--- config.mk ---
export PLATFORM = sky130hd
export DESIGN_NAME = exec_muldiv
export DESIGN_NICKNAME = d
export VERILOG_FILES = /design/src/rtl/exec_muldiv_pkg.sv /design/src/rtl/exec_muldiv_iter_core.sv /design/src/rtl/exec_muldiv.sv
export SDC_FILE = /design/constraint.sdc
export NUM_CORES = 1
export LEC_CHECK = 0
export ABC_AREA = 0
export CAP_MARGIN = 0
export CELL_PAD_IN_SITES_DETAIL_PLACEMENT = 0
export CELL_PAD_IN_SITES_GLOBAL_PLACEMENT = 1
export CORE_MARGIN = 2
export CORE_UTILIZATION = 46
export DETAILED_ROUTE_END_ITERATION = 10
export PLACE_DENSITY = 0.93
export SYNTH_ARGS = -nofsm -noshare
export SYNTH_HDL_FRONTEND = slang
export SYNTH_SLANG_ARGS = --single-unit
--- constraint.sdc ---
create_clock -name clock -period 9.5 [get_ports clock]
set_input_delay 1.425 -clock clock [delete_from_list [all_inputs] [get_ports clock]]
set_output_delay 1.425 -clock clock [all_outputs]
set_load 0.01 [all_outputs]
--- src/rtl/exec_muldiv_pkg.sv ---
// ============================================================================
// Module : exec_muldiv_pkg
// Brief  : Funct codes, FSM encodings and decode helpers for exec_muldiv.
// Rev    : 1.0  initial release
// ============================================================================
`default_nettype none

package exec_muldiv_pkg;

   localparam logic [5:0] c_funct_mfhi  = 6'b010000;
   localparam logic [5:0] c_funct_mthi  = 6'b010001;
   localparam logic [5:0] c_funct_mflo  = 6'b010010;
   localparam logic [5:0] c_funct_mtlo  = 6'b010011;
   localparam logic [5:0] c_funct_mult  = 6'b011000;
   localparam logic [5:0] c_funct_multu = 6'b011001;
   localparam logic [5:0] c_funct_div   = 6'b011010;
   localparam logic [5:0] c_funct_divu  = 6'b011011;

   localparam logic [1:0] c_state_idle = 2'd0;
   localparam logic [1:0] c_state_calc = 2'd1;
   localparam logic [1:0] c_state_fix  = 2'd2;

   function automatic logic is_muldiv(input logic [5:0] f);
      return f inside {c_funct_mult, c_funct_multu, c_funct_div, c_funct_divu};
   endfunction

   function automatic logic is_hilo(input logic [5:0] f);
      return is_muldiv(f) ||
             (f inside {c_funct_mfhi, c_funct_mthi, c_funct_mflo, c_funct_mtlo});
   endfunction

endpackage

`default_nettype wire

--- src/rtl/exec_muldiv_iter_core.sv ---
// ============================================================================
// Module : exec_muldiv_iter_core
// Brief  : Radix-2 shift-add multiply / restoring divide on unsigned operands.
// Rev    : 1.0  initial release
// ============================================================================
`default_nettype none

module exec_muldiv_iter_core #(
   parameter int WIDTH = 32,
   parameter int CNT_W = 6
) (
   input  logic             clock,
   input  logic             reset,
   input  logic             load,
   input  logic             is_div,
   input  logic [WIDTH-1:0] op_a,
   input  logic [WIDTH-1:0] op_b,
   output logic             step_done,
   output logic [WIDTH-1:0] raw_hi,
   output logic [WIDTH-1:0] raw_lo
);

   logic [WIDTH-1:0] r_b;
   logic [WIDTH-1:0] r_hi;
   logic [WIDTH-1:0] r_lo;
   logic [CNT_W-1:0] r_cnt;
   logic             r_is_div;

   logic [WIDTH:0]   w_add;
   logic [WIDTH:0]   w_shifted;
   logic             w_ge;
   logic [WIDTH-1:0] w_diff;

   // Divide keeps the partial remainder in r_hi and shifts quotient bits into r_lo;
   // the true difference is below the divisor, so WIDTH-bit wraparound is exact.
   always_comb begin
      w_add     = {1'b0, r_hi} + {1'b0, r_b};
      w_shifted = {r_hi, r_lo[WIDTH-1]};
      w_ge      = (w_shifted >= {1'b0, r_b});
      w_diff    = w_shifted[WIDTH-1:0] - r_b;
   end

   always_ff @(posedge clock) begin
      if (reset) begin
         r_b      <= '0;
         r_hi     <= '0;
         r_lo     <= '0;
         r_cnt    <= '0;
         r_is_div <= 1'b0;
      end else if (load) begin
         r_b      <= op_b;
         r_hi     <= '0;
         r_lo     <= op_a;
         r_cnt    <= CNT_W'(WIDTH);
         r_is_div <= is_div;
      end else if (r_cnt != '0) begin
         r_cnt <= r_cnt - 1'b1;
         if (r_is_div) begin
            if (w_ge) begin
               r_hi <= w_diff;
               r_lo <= {r_lo[WIDTH-2:0], 1'b1};
            end else begin
               r_hi <= w_shifted[WIDTH-1:0];
               r_lo <= {r_lo[WIDTH-2:0], 1'b0};
            end
         end else if (r_lo[0]) begin
            {r_hi, r_lo} <= {w_add, r_lo[WIDTH-1:1]};
         end else begin
            {r_hi, r_lo} <= {1'b0, r_hi, r_lo[WIDTH-1:1]};
         end
      end
   end

   assign step_done = (r_cnt == CNT_W'(1));
   assign raw_hi    = r_hi;
   assign raw_lo    = r_lo;

endmodule

`default_nettype wire

--- src/rtl/exec_muldiv.sv ---
// ============================================================================
// Module : exec_muldiv
// Brief  : Multi-cycle HI/LO execute unit (mult/div/mfhi/mflo/mthi/mtlo).
// Rev    : 1.0  initial release
// ============================================================================
`default_nettype none

module exec_muldiv
   import exec_muldiv_pkg::*;
#(
   parameter int WIDTH = 32,
   parameter int CNT_W = 6
) (
   input  logic             clock,
   input  logic             reset,
   input  logic             Start,
   input  logic [5:0]       Function_opcode,
   input  logic [WIDTH-1:0] Read_data_1,
   input  logic [WIDTH-1:0] Read_data_2,
   output logic             Stall,
   output logic             Done,
   output logic             Div_zero,
   output logic [WIDTH-1:0] MD_Result,
   output logic [WIDTH-1:0] Hi,
   output logic [WIDTH-1:0] Lo
);

   logic [1:0]       r_state;
   logic [WIDTH-1:0] r_hi;
   logic [WIDTH-1:0] r_lo;
   logic             r_is_div;
   logic             r_neg_q;
   logic             r_neg_r;
   logic             r_dz;
   logic [WIDTH-1:0] r_dividend;

   logic             w_idle;
   logic             w_hilo_op;
   logic             w_accept;
   logic             w_is_div;
   logic             w_a_neg;
   logic             w_b_neg;
   logic [WIDTH-1:0] w_abs_a;
   logic [WIDTH-1:0] w_abs_b;
   logic             w_dz;
   logic             w_step_done;
   logic [WIDTH-1:0] w_raw_hi;
   logic [WIDTH-1:0] w_raw_lo;
   logic [2*WIDTH-1:0] w_prod;
   logic [WIDTH-1:0] w_quot;
   logic [WIDTH-1:0] w_rem;

   // funct[0] clear selects the signed variant; the core only ever sees magnitudes.
   always_comb begin
      w_idle    = (r_state == c_state_idle);
      w_hilo_op = Start && is_hilo(Function_opcode);
      w_accept  = w_idle && Start && is_muldiv(Function_opcode);
      w_is_div  = Function_opcode[1];
      w_a_neg   = !Function_opcode[0] && Read_data_1[WIDTH-1];
      w_b_neg   = !Function_opcode[0] && Read_data_2[WIDTH-1];
      w_abs_a   = w_a_neg ? -Read_data_1 : Read_data_1;
      w_abs_b   = w_b_neg ? -Read_data_2 : Read_data_2;
      w_dz      = w_is_div && (Read_data_2 == '0);
      w_prod    = r_neg_q ? -{w_raw_hi, w_raw_lo} : {w_raw_hi, w_raw_lo};
      w_quot    = r_neg_q ? -w_raw_lo : w_raw_lo;
      w_rem     = r_neg_r ? -w_raw_hi : w_raw_hi;
   end

   exec_muldiv_iter_core #(
      .WIDTH (WIDTH),
      .CNT_W (CNT_W)
   ) u_core (
      .clock     (clock),
      .reset     (reset),
      .load      (w_accept && !w_dz),
      .is_div    (w_is_div),
      .op_a      (w_abs_a),
      .op_b      (w_abs_b),
      .step_done (w_step_done),
      .raw_hi    (w_raw_hi),
      .raw_lo    (w_raw_lo)
   );

   always_ff @(posedge clock) begin
      if (reset) begin
         r_state    <= c_state_idle;
         r_hi       <= '0;
         r_lo       <= '0;
         r_is_div   <= 1'b0;
         r_neg_q    <= 1'b0;
         r_neg_r    <= 1'b0;
         r_dz       <= 1'b0;
         r_dividend <= '0;
      end else begin
         case (r_state)
            c_state_idle: begin
               if (w_accept) begin
                  r_is_div   <= w_is_div;
                  r_neg_q    <= w_a_neg ^ w_b_neg;
                  r_neg_r    <= w_a_neg;
                  r_dz       <= w_dz;
                  r_dividend <= Read_data_1;
                  r_state    <= w_dz ? c_state_fix : c_state_calc;
               end else if (Start && Function_opcode == c_funct_mthi) begin
                  r_hi <= Read_data_1;
               end else if (Start && Function_opcode == c_funct_mtlo) begin
                  r_lo <= Read_data_1;
               end
            end
            c_state_calc: begin
               if (w_step_done) begin
                  r_state <= c_state_fix;
               end
            end
            c_state_fix: begin
               if (r_dz) begin
                  r_hi <= r_dividend;
                  r_lo <= '1;
               end else if (r_is_div) begin
                  r_hi <= w_rem;
                  r_lo <= w_quot;
               end else begin
                  {r_hi, r_lo} <= w_prod;
               end
               r_state <= c_state_idle;
            end
            default: r_state <= c_state_idle;
         endcase
      end
   end

   // A HI/LO instruction arriving during FIX is held so mfhi/mflo see the new values.
   always_comb begin
      Stall     = (r_state == c_state_calc) || w_accept || (!w_idle && w_hilo_op);
      Done      = (r_state == c_state_fix);
      Div_zero  = Done && r_dz;
      MD_Result = '0;
      if (w_idle && Start && Function_opcode == c_funct_mfhi) begin
         MD_Result = r_hi;
      end else if (w_idle && Start && Function_opcode == c_funct_mflo) begin
         MD_Result = r_lo;
      end
   end

   assign Hi = r_hi;
   assign Lo = r_lo;

endmodule

`default_nettype wire

# Word-level counts from Yosys, hierarchy flattened
# Index checks and enable logic that the tools add are counted.
# Widths: inputs -> output; s select.
[word_totals]
ramBits = 0
latchBits = 0
elab_cells = 104
regBits = 205
out_inout_bits = 99
input_bits = 73
mem_bits_ro = 0
memories = 0
[op_classes]
n_mux = 32
multipliers = 0
reduce_logical = 31
n_eq_ne = 17
add_sub_neg = 8
div_mod_pow = 0
magnitude_cmp = 1
shifts = 0
n_bitwise = 1
[ops]
columns = ["op", "count"]
rows = [
  ["$mux 32", 22],
  ["$neg 32->32", 4],
  ["$pmux 32 s2", 2],
  ["$mux 64", 1],
  ["$neg 64->64", 1],
  ["$eq 6x5->1 const B", 8],
  ["$add 32x32->33", 1],
  ["$ge 33x32->1", 1],
  ["$logic_not 32->1", 1],
  ["$sub 32x32->32", 1],
  ["$logic_and 1x1->1", 13],
  ["$mux 6", 2],
  ["$ne 2x1->1 const B", 4],
  ["$reduce_bool 4->1", 2],
  ["$eq 6x1->1 const B", 1],
  ["$mux 2", 3],
  ["$reduce_bool 6->1", 1],
  ["$sub 6x1->6 const B", 1],
  ["$ne 2x2->1 const B", 2],
  ["$pmux 2 s2", 1],
  ["$reduce_and 2->1", 2],
  ["$reduce_and 4->1", 1],
  ["$reduce_bool 2->1", 2],
  ["$logic_not 1->1", 3],
  ["8 further kinds", 10],
]

# Logic depth before layout (Yosys ltp)
[logic_depth]
word_depth = 6
mapped_depth = 15
ltp_nobuf = 14

# Hierarchy
# A second synthesis with hierarchy kept.
[hier_totals]
cells_unflattened = 2277
hier_area_um2 = 16807.4
[modules_own_cells]
columns = ["mod", "cells_each", "seq_area_each_um2", "n_inst", "area_each_um2"]
rows = [
  ["exec_muldiv_iter_core", 1162, 2062.0, 1, 8872.3],
  ["exec_muldiv", 1115, 2042.0, 1, 7935.1],
]

# Least setup slack after synthesis
# OpenSTA, ideal clock, no wires.
[synth_timing]
path_kind = "input port to output port"
from = "input port Function_opcode[2]"
to = "output port MD_Result[10]"
stages = 5
t_arrival_ns = 2.619
required_time_ns = 8.075
setup_slack_ns = 5.456
n_path_buf = 1
path_cell_list = "nor4bb_1 -> nor2b_1 -> nand3b_1 -> clkbuf_1 -> nor2_1"
[synth_via]
elab_chain_len = 4
elab_cells_between_ends = 6
cone_classes = "eq/ne: 2; mux: 2; reduce/logical: 2"
[synth_rtl]
columns = ["element", "line_no", "text"]
rows = [
  ["start: declaration", "exec_muldiv.sv:17", "input logic [5:0] Function_opcode,"],
  ["$eq 6x5->1", "exec_muldiv.sv:140", "end else if (w_idle && Start && Function_opcode == c_funct_mflo) begin"],
  ["$logic_and 1x1->1", "exec_muldiv.sv:140", ""],
  ["$mux 32", "exec_muldiv.sv:140", ""],
  ["$mux 32 (*)", "exec_muldiv.sv:138", "if (w_idle && Start && Function_opcode == c_funct_mfhi) begin"],
  ["end: declaration", "exec_muldiv.sv:23", "output logic [WIDTH-1:0] MD_Result,"],
]
# Every way passes the cells marked *; elsewhere a longest branch is shown, timed or not.

# Worst setup path in the final report
[layout_timing]
from = "input port Function_opcode[4]"
to = "output port MD_Result[23]"
# The elaborated chain is that of the path after synthesis.

==> reports/qor.yml <==
run_status: "completed"
skew_ps: 31.21
rows: 69
grt_max_degree: 100
tns_ps: 0
power.total_mw: 4.769
ys_async_sr_fraction_pct: 0
whs_ps: 453.7
clk_pin_slew_worst_paths_ps: 60
finalInstanceArea_um2: 18980
syn_inst: 2214
routed_wl_mm: 59.22
wl_met1_mm: 24.35
postCtsHoldBufs: 0
syn_nets: 2359
power_density_nw_per_um2: 251.2
cts_tree: "yes"
clkSinkCount: 205
dp_hpwl_mm: 43.43
place_area_um2: 18160
regToRegSetupSlack_ps: 5420
detail-route-antenna-nets: 0
worst_pin_slew_ps: 1315
max-cap-violations: 0
final_cell_mix: "249 x nor2_1, 238 x nand2_1, 226 x a21oi_1"
required_ps: 8080
finalCritPeriodShare_pct: 62.67
die_w_um: 193.3
timing.rr.end: "u_core.raw_hi[31]"
synth-main-ff-cell: "dfxtp_1"
cp_max_fo: 32
cp.arrival_ps: 4530
ff2ff_path_depth: 11
finalSetupViolCount: 0
dieHeight_um: 193.3
maxSlewViolCount: 0
r2r_start: "u_core.raw_hi[1]"
drive_gt1_share_pct: 5.289
synth_enable_flop_cells: 0
ir_drop_mv: 0.2771
grt_pass1_wl_mm: 92.58
hold_viol: 0
dr_wl_met2_mm: 27.30
min_period_ps: 5954
ctsRootBufferMaster: "clkbuf_16"
wl_per_cell_um: 21.69
grt_pass1_vias: 16310
drc: 0
top_layer_used: "met4"
drt-pass1-iter-count: 5
crit_end: "MD_Result[23]"
grt_usage_pct: 30.55
worstSetupPathType: "in -> out"
initial_core_util_pct: 46.55
numCtsBuffers: 25
slew_headroom_pct: 12.36
ys_seq_area_share_pct: 24.91
fp.dieArea_um2: 37350
yosys.area.top_type: "dfxtp_1"
syn_avg_cell_area_um2: 7.442
h-tree-depth: 1
synthTopCellsByArea: "dfxtp_1 25%, a21oi_1 6.9%, xnor2_1 6.0%"
io-pin-count: 172
cts_resized: 0
end_kind: "output pin"
ys.warnings.count: 0
synth_cell_types: 95
syn2layout_area_growth_pct: 15.20
viasPerCell: 6.266
antenna_cells: 0
final_nets: 2397
rsz0062_at_grt: "no"
cts_max_path_buffers: 3
worstSetupStartpoint: "Function_opcode[4]"
num_vias: 17110
fillers: 3451
post_cts_buffers: 0
syn-cell-area_um2: 16480
globalplace.congestion: 0.9775
drtIter0Drc: 1482
ys_ff_latch: 205
numPortBuffers: 171
cp-start-kind: "input port"
wl_met3_mm: 4.049
grt.overflow.total: 0
fmax_mhz: 168.0
antenna_found_initial: 0
final_common_cell: "nor2_1"
min-delay-path-class: "reg -> reg"
synth_top_area_share_pct: 24.91
core_um2: 35400
clock_latency_ps: 560
leakage_nw: 6.927
layout make-up:
class,instances,area (um^2),share of cell area [%]
inverters,65,244.0,1.285
multi-input cells,1763,11370,59.90
clock buffers,35,723.2,3.810
repair buffers,192,1862,9.808
clock inverters,9,97.59,0.5141
flip-flops and latches,205,4109,21.65
well taps,461,576.8,3.039
through the flow:
step	cells	util, %	setup WS, ps
4_1_cts	2730	53.63	3512
5_1_grt	2730	53.63	3209
3_3_place_gp	2686	51.31	3818
3_5_place_dp	2686	51.31	3503
2_1_floorplan	2214	-	5456
6_report	2730	53.63	3546
cell families after synthesis:
| family | share of synthesized area [%] |
|---|---|
| AOI/OAI and AO/OA | 27.51 |
| xor gates and xnor gates | 9.196 |
| adders and majority gates | 5.559 |
| buffers and inverters | 6.151 |
| DFF | 24.91 |
| muxes | 5.680 |
| and+or+nand+nor | 21.00 |
power by group:
group / leakage (nW) / switching (mW) / internal (mW)
clock: 0.400 / 0.399 / 0.560
combinational: 4.87 / 1.66 / 1.02
sequential: 1.66 / 0.201 / 0.934
total: 6.93 / 2.26 / 2.51
worst min path at each step:
stage                         from              to  slack, ps  cells past startpoint
finish              r_dividend[18]  r_dividend[18]        450                      2
global placement    r_dividend[28]  r_dividend[28]        440                      2
CTS                 r_dividend[11]  r_dividend[11]        450                      2
global route        r_dividend[11]  r_dividend[11]        470                      2
detailed placement  r_dividend[11]  r_dividend[11]        450                      2
floorplan           r_dividend[26]  r_dividend[26]        440                      2
cell usage after synthesis, drive strengths merged, types with 5 or more instances:
cell type,count
nor2,252
nand2,240
a21oi,226
dfxtp,205
clkbuf,135
a211oi,125
o21ai,115
xnor2,113
mux2i,89
ha,70
inv,64
xor2,60
buf,46
nor3,40
a21o,35
nand3,30
o221ai,29
o211ai,28
nor4,27
a31oi,21
nand2b,20
and3,18
or3,18
nand4,17
o31ai,17
nor2b,16
a311oi,14
and2,12
or4,11
o41ai,10
o22ai,8
and4,7
a2111oi,6
a221oi,6
or2,6
a22oi,5
a41oi,5
nand4b,5
o21a,5
o21bai,5
per-layer routing:
metal  GRT usage (%)  vias to the layer above
li1                -                     8079
met1           38.56                     8074
met2           50.60                      781
met3           3.766                      171
met4           17.02                        0
met5               0                        -
sequential cells by signal, summed over array words and instances (netlist names):
name             cells
u_core.raw_lo       32
u_core.raw_hi       32
u_core.r_cnt         6
u_core.r_is_div      1
r_state              2
Hi                  32
r_is_div             1
r_neg_q              1
u_core.r_b          32
r_dividend          32
r_dz                 1
r_neg_r              1
Lo                  32
worst max-delay path, cell delays in order:
cell and delay [ps]:
clkdlybuf4s50_1 440, nor4bb_1 500, nor2b_1 300, nand3b_1 870, nor2_1 380, clkdlybuf4s50_1 580
No activity file was read; power rests on OpenSTA's default activity.
